### config.mk
export PLATFORM = sky130hd
export DESIGN_NAME = instr_issue_unit
export DESIGN_NICKNAME = d
export VERILOG_FILES = /design/src/rtl/instr_issue_unit.sv
export SDC_FILE = /design/constraint.sdc
export NUM_CORES = 1
export LEC_CHECK = 0
export ABC_AREA = 0
export BUFFER_PORTS_ARGS = -buffer_cell sky130_fd_sc_hd__buf_2
export CORE_UTILIZATION = 40
export CTS_CLUSTER_SIZE = 12
export DETAILED_ROUTE_END_ITERATION = 6
export HOLD_SLACK_MARGIN = 0.12
export PLACE_DENSITY = 0.64
export SLEW_MARGIN = 15
export SYNTH_ARGS = -nofsm -noshare
export SYNTH_HDL_FRONTEND = slang
export SYNTH_SLANG_ARGS = --single-unit
### constraint.sdc
create_clock -name clk -period 5 [get_ports clk]
set_clock_uncertainty 0.2 [all_clocks]
set_input_delay 0 -clock clk [delete_from_list [all_inputs] [get_ports clk]]
set_output_delay 0 -clock clk [all_outputs]
set_load 0.02 [all_outputs]
### src/rtl/instr_issue_unit.sv
// Instruction fetch/issue front end: PC, single-outstanding imem fetch, decode handshake, local JUMP.
// Optional macro HALT_ON_ILLEGAL_EN: illegal opcodes halt the unit instead of being skipped.
module instr_issue_unit #(
    parameter int INSTR_W  = 16,
    parameter int PC_W     = 8,
    parameter int RESET_PC = 0
) (
    input  logic               clk,
    input  logic               rst,
    output logic               imem_req,
    output logic [PC_W-1:0]    imem_addr,
    input  logic [INSTR_W-1:0] imem_rdata,
    input  logic               imem_valid,
    output logic               ins_valid,
    input  logic               ins_ready,
    output logic [2:0]         control_opcode,
    output logic [INSTR_W-4:0] ins_operands,
    output logic [PC_W-1:0]    ins_pc,
    output logic [15:0]        issue_count,
    output logic               illegal
);

    localparam logic [2:0] OP_JUMP = 3'b011;

    typedef enum logic [1:0] {
        S_FETCH,
        S_ISSUE,
        S_HALT
    } state_e;

    state_e               state_q;
    logic [PC_W-1:0]      pc_q;
    logic [PC_W-1:0]      pc_d;
    logic [PC_W-1:0]      pc_inc;
    logic                 req_q;
    logic                 valid_q;
    logic [INSTR_W-1:0]   instr_q;
    logic [PC_W-1:0]      ins_pc_q;
    logic [15:0]          count_q;
    logic [15:0]          count_d;
    logic [2:0]           fetch_opc;
    logic                 fetch_illegal;
`ifdef HALT_ON_ILLEGAL_EN
    logic                 illegal_q;
`endif

    always_comb begin
        fetch_opc     = imem_rdata[INSTR_W-1 -: 3];
        fetch_illegal = (fetch_opc == 3'b000) || (fetch_opc == 3'b111);
        pc_inc        = pc_q + PC_W'(1);
        // Jump target is the low PC_W bits of the operand field.
        if (instr_q[INSTR_W-1 -: 3] == OP_JUMP) begin
            pc_d = instr_q[PC_W-1:0];
        end else begin
            pc_d = pc_inc;
        end
        count_d = (count_q == '1) ? count_q : count_q + 16'd1;
    end

    always_ff @(posedge clk or posedge rst) begin
        if (rst) begin
            state_q  <= S_FETCH;
            pc_q     <= PC_W'(RESET_PC);
            req_q    <= 1'b0;
            valid_q  <= 1'b0;
            instr_q  <= '0;
            ins_pc_q <= '0;
            count_q  <= '0;
`ifdef HALT_ON_ILLEGAL_EN
            illegal_q <= 1'b0;
`endif
        end else begin
            case (state_q)
                S_FETCH: begin
                    if (!req_q) begin
                        req_q <= 1'b1;
                    end else if (imem_valid) begin
                        req_q <= 1'b0;
                        if (fetch_illegal) begin
`ifdef HALT_ON_ILLEGAL_EN
                            instr_q   <= imem_rdata;
                            ins_pc_q  <= pc_q;
                            illegal_q <= 1'b1;
                            state_q   <= S_HALT;
`else
                            // Skipped word leaves the last issued instruction on the outputs.
                            pc_q <= pc_inc;
`endif
                        end else begin
                            instr_q  <= imem_rdata;
                            ins_pc_q <= pc_q;
                            valid_q  <= 1'b1;
                            state_q  <= S_ISSUE;
                        end
                    end
                end
                S_ISSUE: begin
                    if (ins_ready) begin
                        valid_q <= 1'b0;
                        pc_q    <= pc_d;
                        count_q <= count_d;
                        state_q <= S_FETCH;
                    end
                end
                S_HALT: begin
                    // Left only through rst.
                end
                default: state_q <= S_FETCH;
            endcase
        end
    end

    assign imem_req       = req_q;
    assign imem_addr      = pc_q;
    assign ins_valid      = valid_q;
    assign control_opcode = instr_q[INSTR_W-1 -: 3];
    assign ins_operands   = instr_q[INSTR_W-4:0];
    assign ins_pc         = ins_pc_q;
    assign issue_count    = count_q;
`ifdef HALT_ON_ILLEGAL_EN
    assign illegal        = illegal_q;
`else
    assign illegal        = 1'b0;
`endif

endmodule

==> flow_metrics.tcl, run 1 <==
set metrics [dict create \
    grt_pass1_wl_mm 8.321 \
    cts_max_level 2 \
    vias_per_cell 5.096 \
    fin_crit_sh 0.4311 \
    antenna_cells 0 \
    dpl_worst_slack_ps 2863 \
    core_um2 5886 \
    cp_max_fo 20 \
    setup_violations 0 \
    dr.pass1.iters 4 \
    fillers 519 \
    synth_most_common_cell "dfrtp_1" \
    setup_slack_ps 2844 \
    cp_cell_sequence "nand4b_1 -> o21ai_0 -> o2bb2a_1" \
    wl_per_cell_um 14.55 \
    final.setup.tns_ps 0 \
    detail-route-antenna-nets 0 \
    synth.area.top_cells "dfrtp_1 51%, mux2_4 12%, mux2_2 2.8%, a21oi_1 2.3%, nand2_1 2.2%" \
    clk_latency_ps 300 \
    grt_max_degree 51 \
    area_growth_pct 28.06 \
    yosysUniqueCellTypes 38 \
    tritoncts "done" \
    ys_seq_elements 50 \
    maxCapViolCount 0 \
    async_flop_share 1.000 \
    power_density_nw_per_um2 570.7 \
    syn_nets 222 \
    critical_path_required_ps 4990 \
    p_leak_nw 1.521 \
    worst_hold_slack_ps 179.5 \
    clkTransAtPathRegs_ps 90 \
    grt_usage 0.1685 \
    die_x_um 80.02 \
    overflow 0 \
    path_buf_inv 0 \
    grt_pass1_vias 1685 \
    finalHoldViolCount 0 \
    final_max_slew_viol_count 0 \
    crit_slowest_cell "nand4b_1" \
    cpPeakStageDelay_ps 680 \
    ctsResizeCount 0 \
    ys_seq_area_frac 0.5139 \
    netlist_area_um2 2435 \
    critPathCaptureType "flip-flop" \
    place_hpwl_mm 3.633 \
    clockRootBuffer "clkbuf_8" \
    io_buffers 69 \
    critPathKind "reg -> reg" \
    maxSlewHeadroom 0.4339 \
    period_minus_slack_ps 2156 \
    drt_iter0_drc 76 \
    final_core_util 0.5298 \
    worst_ir_drop_vdd_v 0.0002395 \
    grt_antenna_before_repair 0 \
    synth_top_area_frac 0.5139 \
    die_h_um 80.02 \
    worst_pin_slew_ps 849.1 \
    numCtsBuffers 5 \
    dpl.cell_count 337 \
    clk_path_buf_depth 2 \
    row_count 28 \
    synthTopCellsByCount "50 x dfrtp_1, 19 x mux2_4, 14 x nand2_1" \
    drive_gt1_frac 0.3702 \
    rsz0062_at_grt "no" \
    cp_top_family "simple AND/OR/NAND/NOR gates" \
    synth_area_leader_cell "dfrtp_1" \
    wirelength_mm 5.297 \
    yosysWarnings 0 \
    min_path_type "in -> async" \
    start_kind "flip-flop" \
    nNetsFinal 311 \
    fmax_mhz 463.9 \
    synth-edff-count 0 \
    gp_congestion 0.8262 \
    dieArea_um2 6403 \
    io_pins 71 \
    initial_utilization 0.4137 \
    crit_arrival_ps 2140 \
    cts.sinks 50 \
    rrSetupSlack_ps 2840 \
    status "completed" \
    ys.flop_type "dfrtp_1" \
    fin_cells 364 \
    num_vias 1855 \
    syn_inst 200 \
    syn_avg_cell_area_um2 12.17 \
    drc 0 \
]
final timing paths:
| kind | start | to | cells after the start |
|---|---|---|---|
| max in group asynchronous | rst | issue_count[14] | 3 |
| min in group clk | imem_rdata[0] | instr_q[0] | 3 |
| worst max register to register | ins_valid | imem_addr[5] | 3 |
| worst min-delay path | rst | issue_count[11] | 3 |
| worst max-delay path | ins_valid | imem_addr[5] | 3 |
| worst min register to register | issue_count[15] | issue_count[15] | 1 |
flip-flops by register name, indices dropped and copies added (netlist names):
signal / flops
issue_count: 16
ins_valid: 1
instr_q: 16
imem_addr: 8
imem_req: 1
ins_pc: 8
cell type report:
type,instances,area [um2],area share
tap,75,93.84,0.03010
timing repair buffer,90,553.0,0.1774
inverter,5,20.02,0.006421
clock inverter,1,30.03,0.009631
clock buffer,6,82.58,0.02648
multi-input combinational,137,1087,0.3487
sequential,50,1251,0.4013
per-stage QoR:
| stage | cell area, um2 | power [mW] |
|---|---|---|
| after floorplan | 2435 | 1.255 |
| after global placement | 2804 | 1.469 |
| after detailed placement | 2804 | 1.486 |
| after CTS | 3117 | 1.795 |
| after global routing | 3118 | 1.894 |
| final | 3118 | 1.779 |
tightest hold or removal path: stages:
cell,delay (ps)
dlygate4sd3_1,530
buf_2,120
clkinv_2,560
cells by family after synthesis:
logic type / after synthesis / share of synthesized area
and+or+nand+nor: 61 / 0.1449
buffers and inverters: 13 / 0.03957
other: 1 / 0.001540
adders and majority gates: 2 / 0.01028
DFF: 50 / 0.5139
muxes: 27 / 0.1531
xor gates and xnor gates: 10 / 0.03597
AOI/OAI and AO/OA: 36 / 0.1007
per-layer routing:
metal	wire, um	up-vias	share of wire	track usage
met1	2657	886	0.50	0.2531
met3	269	2	0.051	0.03886
met4	17	0	0.0032	0.04286
met5	0	-	0	0
met2	2352	53	0.44	0.2419
li1	-	914	-	-
power breakdown:
part           total (mW)  internal, mW  leakage [nW]  switching (mW)
Combinational       0.773         0.356         0.849           0.417
Clock               0.287         0.160        0.0573           0.127
Sequential          0.720         0.562         0.615           0.158
Total                1.78          1.08          1.52           0.702
cells in the final DEF (no fill, tap or decap), drive strengths merged, types with 3 or more instances in the layout:
cell,n
a21oi,11
a22oi,5
a31oi,3
and2,6
and3,4
and4,5
buf,70
clkbuf,6
dfrtp,50
dlygate4sd3,20
inv,4
mux2,25
nand2,14
nand3,8
nand4,8
nor2,5
nor3,4
o21ai,3
o2bb2a,4
xnor2,5
xor2,5
what timing repair did:
action                                  4_1_cts  5_1_grt
setup buffers                                 0        0
endpoints found under the setup margin        0        0
hold endpoints to repair                     72        0
hold buffers                                 20        0
(Power assumes the default switching activity.)
==> run 2, diff against run 1 <==
- PLACE_DENSITY: 0.64 -> 0.67
- clock period: 5 -> 1.95 ns (I/O delays scaled with it)
==> run 2 against run 1 <==
Against the previous run: critical path depth grew 3; setup slack lost 2700 ps; sequential cell count unchanged; clock power is 120% higher; sequential share of layout area fell by 0.89 points; global-route usage increased by 1.3 points; sequential power increased by 150%; clock-buffer cell count unchanged; critical endpoint is now instr_q[9]; highest routed layer unchanged.
==> flow_metrics.tcl, run 2 (synthesis results as in run 1) <==
set metrics [dict create \
    status "completed" \
    dpl_worst_slack_ps 129.9 \
    min_path_type "in -> reg" \
    antenna_cells 0 \
    swShare 0.4056 \
    final_cell_mix "69 x buf_2, 49 x dfrtp_1, 20 x dlygate4sd3_1" \
    initial_utilization 0.4137 \
    clk_path_buf_depth 2 \
    detail-route-antenna-nets 0 \
    rsz0062_at_grt "no" \
    setup_violations 0 \
    io_pins 71 \
    finalHoldViolCount 0 \
    cts_setup_buffers 0 \
    critPathLaunch "imem_rdata[13]" \
    fin_crit_sh 0.9368 \
    grt_usage 0.1815 \
    io_buffers 69 \
    wirelength_mm 5.420 \
    rr_worst_depth 4 \
    place_hpwl_mm 3.779 \
    critical_path_required_ps 1940 \
    power_density_nw_per_um2 1420 \
    crit_arrival_ps 1820 \
    die_x_um 80.02 \
    dr.pass1.iters 5 \
    vias_per_cell 5.142 \
    final_core_util 0.5423 \
    fillers 555 \
    netSwitchingPower_mw 1.838 \
    r2r_start "issue_count[7]" \
    totalPowerFinal_mw 4.531 \
    setup_slack_ps 123.3 \
    gp_congestion 0.7502 \
    tritoncts "done" \
    final.setup.tns_ps 0 \
    drive_gt1_frac 0.3993 \
    internal_power_mw 2.693 \
    wl_per_cell_um 14.53 \
    cts.sinks 50 \
    critPathCaptureType "flip-flop" \
    clkTransAtPathRegs_ps 90 \
    start_kind "input pin" \
    critPathKind "in -> reg" \
    pwr-share-seq 0.398 \
    num_vias 1918 \
    die_h_um 80.02 \
    hold_depth 3 \
    overflow 0 \
    p_comb_frac 0.462 \
    clockRootBuffer "clkbuf_8" \
    maxCapViolCount 0 \
    numCtsBuffers 5 \
    dieArea_um2 6403 \
    drc 0 \
    core_um2 5886 \
    area_growth_pct 31.09 \
    p_clk_frac 0.140 \
    worstHoldStart "imem_rdata[3]" \
    row_count 28 \
    nNetsFinal 319 \
    grt_pass1_wl_mm 8.845 \
    grt_max_degree 40 \
    worst_hold_slack_ps 248.9 \
    drt_iter0_drc 158 \
    final_max_slew_viol_count 0 \
    grt_pass1_vias 1830 \
    cts_max_level 2 \
    p_leak_nw 1.555 \
    period_minus_slack_ps 1827 \
    grt_antenna_before_repair 0 \
    final_common_cell "buf_2" \
    cp_max_fo 7 \
    fmax_mhz 547.4 \
    clk_latency_ps 310 \
    worst_ir_drop_vdd_v 0.0006991 \
]
-- run 2: cell count changes in the layout (fill, tap and decap cells not counted), sizes merged --
cell / delta
clkinvlp: +1
bufinv: -1
inv: +1
buf: +8
-- run 2: power by group through the flow --
stage / sequential (mW) / clock (mW) / combinational, mW
final: 1.80 / 0.635 / 2.09
after global routing: 1.87 / 0.695 / 2.24
after CTS: 1.81 / 0.655 / 2.11
after detailed placement: 1.83 / 0 / 2.06
after global placement: 1.81 / 0 / 2.02
after floorplan: 2.26 / 0 / 0.953
-- run 2: what timing repair did --
| action | CTS | global route |
|---|---|---|
| endpoints found under the setup margin | 0 | 6 |
| hold buffers | 20 | 0 |
| hold endpoints to repair | 77 | 0 |
| resized for setup | 0 | 3 |
-- run 2: metal layers --
layer	up-vias	global-route usage	share of wire
li1	931	-	-
met1	925	0.2373	0.46
met2	52	0.2915	0.48
met3	10	0.03543	0.041
met4	0	0.07857	0.019
met5	-	0	0
-- run 2: cell type report --
type,instances,area (um2),share of cell area
flip-flops and latches,50,1252,0.3924
multi-input cells,137,1094,0.3426
repair buffers,98,638.1,0.1999
well taps,75,93.84,0.02940
clock buffers,6,82.58,0.02587
inverters,5,18.77,0.005880
clock inverters,2,12.51,0.003920
-- run 2: stage by stage --
stage / std cells / instance area [um2]
3_5_place_dp: 345 / 2889
4_1_cts: 373 / 3184
6_report: 373 / 3192
5_1_grt: 373 / 3192
2_1_floorplan: 200 / 2435
3_3_place_gp: 345 / 2889
-- run 2: path summary, 6_finish.rpt --
check | slack, ps | end
worst max-delay path | 120 | instr_q[9]
worst min-delay path | 250 | instr_q[3]
worst max register to register | 160 | issue_count[1]
worst min register to register | 300 | issue_count[15]
max in group asynchronous | 520 | ins_valid
min in group asynchronous | 530 | instr_q[11]
-- run 2: worst max-delay path, stage by stage --
cell and delay, ps:
dlygate4sd3_1 530, buf_2 130, or3_1 410, and3_1 240, buf_4 200, mux2_4 310
==> run 3, diff against run 2 <==
- ABC_AREA: 0 -> 1
- PLACE_DENSITY: 0.67 -> 0.66
==> run 3 against run 2 <==
Against the previous run: global-route usage up 1.9 points; clock-buffer cell count decreased by 1; synthesized cell count up 72%; critical path depth is 2 higher; largest power group unchanged; sequential cell count unchanged; via count up 28%; clock power up 19%; utilization is 1.1 points higher; routed wire length increased by 17%; first-iteration DRC count down 43%; highest routed layer unchanged.
==> flow_metrics.tcl, run 3 <==
set metrics [dict create \
    dpl-instance-area_um2 3005 \
    synth.area.top_cells "dfrtp_1 49%, nand2_1 25%, inv_1 4.1%, o21ai_0 3.3%, nor2_1 3.1%" \
    wl_per_cell_um 12.22 \
    place_hpwl_mm 4.430 \
    crit_slowest_cell "dlygate4sd3_1" \
    fin_cells 517 \
    area_growth_pct 30.57 \
    dpl_worst_slack_ps 259.5 \
    netlist_area_um2 2570 \
    clkTransAtPathRegs_ps 100 \
    cp_max_fo 7 \
    tritoncts "done" \
    regArea_um2 1251 \
    grt_pass1_wl_mm 10.23 \
    grt_antenna_before_repair 0 \
    yosysUniqueCellTypes 26 \
    die_x_um 82.16 \
    row_count 28 \
    syn_inst 344 \
    finalHoldViolCount 0 \
    cp_top_family "buffers and inverters" \
    min_path_type "in -> reg" \
    setup_violations 0 \
    yosysWarnings 0 \
    critical_path_required_ps 1990 \
    p_comb_frac 0.420 \
    dpl.cell_count 485 \
    fillers 584 \
    worstHoldStart "imem_rdata[10]" \
    numCtsBuffers 5 \
    wirelength_mm 6.318 \
    cpPeakStageDelay_ps 560 \
    internal_power_mw 2.386 \
    antenna_cells 0 \
    core_um2 6061 \
    grt_use_met1 0.2691 \
    rrSetupSlack_ps 120 \
    path_buf_inv 3 \
    rsz0062_at_grt "no" \
    period_minus_slack_ps 1829 \
    cts.sinks 50 \
    crit_arrival_ps 1870 \
    holdPathEnd "instr_q[10]" \
    fmax_mhz 546.6 \
    synth_top_area_frac 0.4869 \
    fin_crit_sh 0.9381 \
    syn_nets 366 \
    worst_pin_slew_ps 565.1 \
    dr.pass1.iters 5 \
    async_flop_share 1.000 \
    maxSlewHeadroom 0.6227 \
    synth_area_leader_cell "dfrtp_1" \
    die_h_um 82.16 \
    multi_input_area_um2 1159 \
    drt_iter0_drc 90 \
    maxCapViolCount 0 \
    clk_latency_ps 310 \
    status "completed" \
    num_vias 2455 \
    critPathKind "reg -> reg" \
    grt_usage 0.2001 \
    hold_depth 4 \
    clockRootBuffer "clkbuf_8" \
    grt_max_degree 27 \
    final_common_cell "nand2_1" \
    ys_seq_elements 50 \
    critPathCaptureType "flip-flop" \
    final_max_slew_viol_count 0 \
    rr_worst_depth 8 \
    r2r_end "instr_q[4]" \
    grt-busiest-layer "met2" \
    overflow 0 \
    totalPowerFinal_mw 4.229 \
    grt_util_met2 0.3231 \
    cts_max_level 2 \
    synth_most_common_cell "nand2_1" \
    detail-route-antenna-nets 0 \
    power_density_nw_per_um2 1260 \
    io_pins 71 \
    start_kind "flip-flop" \
    worst_ir_drop_vdd_v 0.0007068 \
    swShare 0.4358 \
    design_area_um2 3356 \
    dieArea_um2 6749 \
    synth-edff-count 0 \
    grt_pass1_vias 2186 \
    drive_gt1_frac 0.2217 \
    r2r_start "ins_valid" \
    final.setup.tns_ps 0 \
    setup_slack_ps 120.6 \
    p_leak_nw 1.831 \
    drc 0 \
    synthTopCellsByCount "169 x nand2_1, 50 x dfrtp_1, 28 x inv_1" \
    syn_avg_cell_area_um2 7.471 \
    initial_utilization 0.4240 \
    ys_seq_area_frac 0.4869 \
    nNetsFinal 463 \
    gp_congestion 0.7830 \
    met3_usage 0.04286 \
    cp_cell_sequence "inv_1 -> nand2_1 -> inv_1 -> nand2_2 -> nor2_4 -> nand2_1 -> dlygate4sd3_1 -> o21ai_0" \
    final_cell_mix "168 x nand2_1, 69 x buf_2, 50 x dfrtp_1" \
    p_clk_frac 0.179 \
    netSwitchingPower_mw 1.843 \
    pwr-share-seq 0.402 \
    ys.flop_type "dfrtp_1" \
    io_buffers 69 \
    vias_per_cell 4.749 \
    clk_path_buf_depth 2 \
]
run 3: worst max-delay path by stage:
stage / end / cells after the start / start / slack, ps
global route: instr_q[3] / 8 / ins_valid / 20
detailed placement: issue_count[3] / 5 / issue_count[0] / 260
global placement: issue_count[15] / 5 / issue_count[0] / 290
floorplan: issue_count[2] / 7 / issue_count[1] / 340
CTS: instr_q[3] / 8 / ins_valid / 60
finish: instr_q[4] / 8 / ins_valid / 120
run 3: per-stage QoR:
stage | hold slack, ps | utilization
3_3_place_gp | -108.9 | 0.4959
6_report | 220.2 | 0.5537
2_1_floorplan | -83.22 | -
4_1_cts | 207.0 | 0.5508
3_5_place_dp | -102.2 | 0.4959
5_1_grt | 214.2 | 0.5537
run 3: repair_timing:
item / in CTS / in global routing
hold endpoints to repair: 90 / 0
hold buffers: 22 / 0
setup buffers: 0 / 2
resized for setup: 0 / 1
setup endpoints to repair: 0 / 2
run 3: cell families (layout without fill, tap and decap cells):
kind of cell               Yosys count  count (layout)  synth area share
DFF                                 50              50            0.4869
AOI/OAI and AO/OA                   22              22           0.04723
other                                1               1          0.001459
xor gates and xnor gates             9               9           0.03067
adders and majority gates            2               2          0.009736
buffers and inverters               37             135           0.06329
and+or+nand+nor                    223             223            0.3608
run 3: power groups by stage:
stage / clock network [mW] / registers (mW) / logic [mW]
after detailed placement: 0 / 1.72 / 1.71
after global placement: 0 / 1.72 / 1.68
after global routing: 0.824 / 1.75 / 1.96
final: 0.755 / 1.70 / 1.78
after CTS: 0.775 / 1.70 / 1.76
after floorplan: 0 / 2.10 / 0.729
run 3: routing by layer:
layer,wire length (um),up-vias
li1,-,1251
met1,2974,1137
met2,2997,63
met3,295,4
met4,51,0
met5,0,-
run 3: final cells by class:
class	count	area share
Sequential cell	50	0.3729
Multi-Input combinational cell	257	0.3453
Timing Repair Buffer	98	0.1879
Inverter	29	0.03244
Tap cell	75	0.02796
Clock buffer	5	0.02051
Clock inverter	3	0.01305
run 3: worst reg2reg max path, cell delays in order, from the launching register on:
cell and delay [ps]:
dfrtp_1 410, inv_1 90, nand2_1 50, inv_1 60
nand2_2 80, nor2_4 180, nand2_1 70, dlygate4sd3_1 560
o21ai_0 70
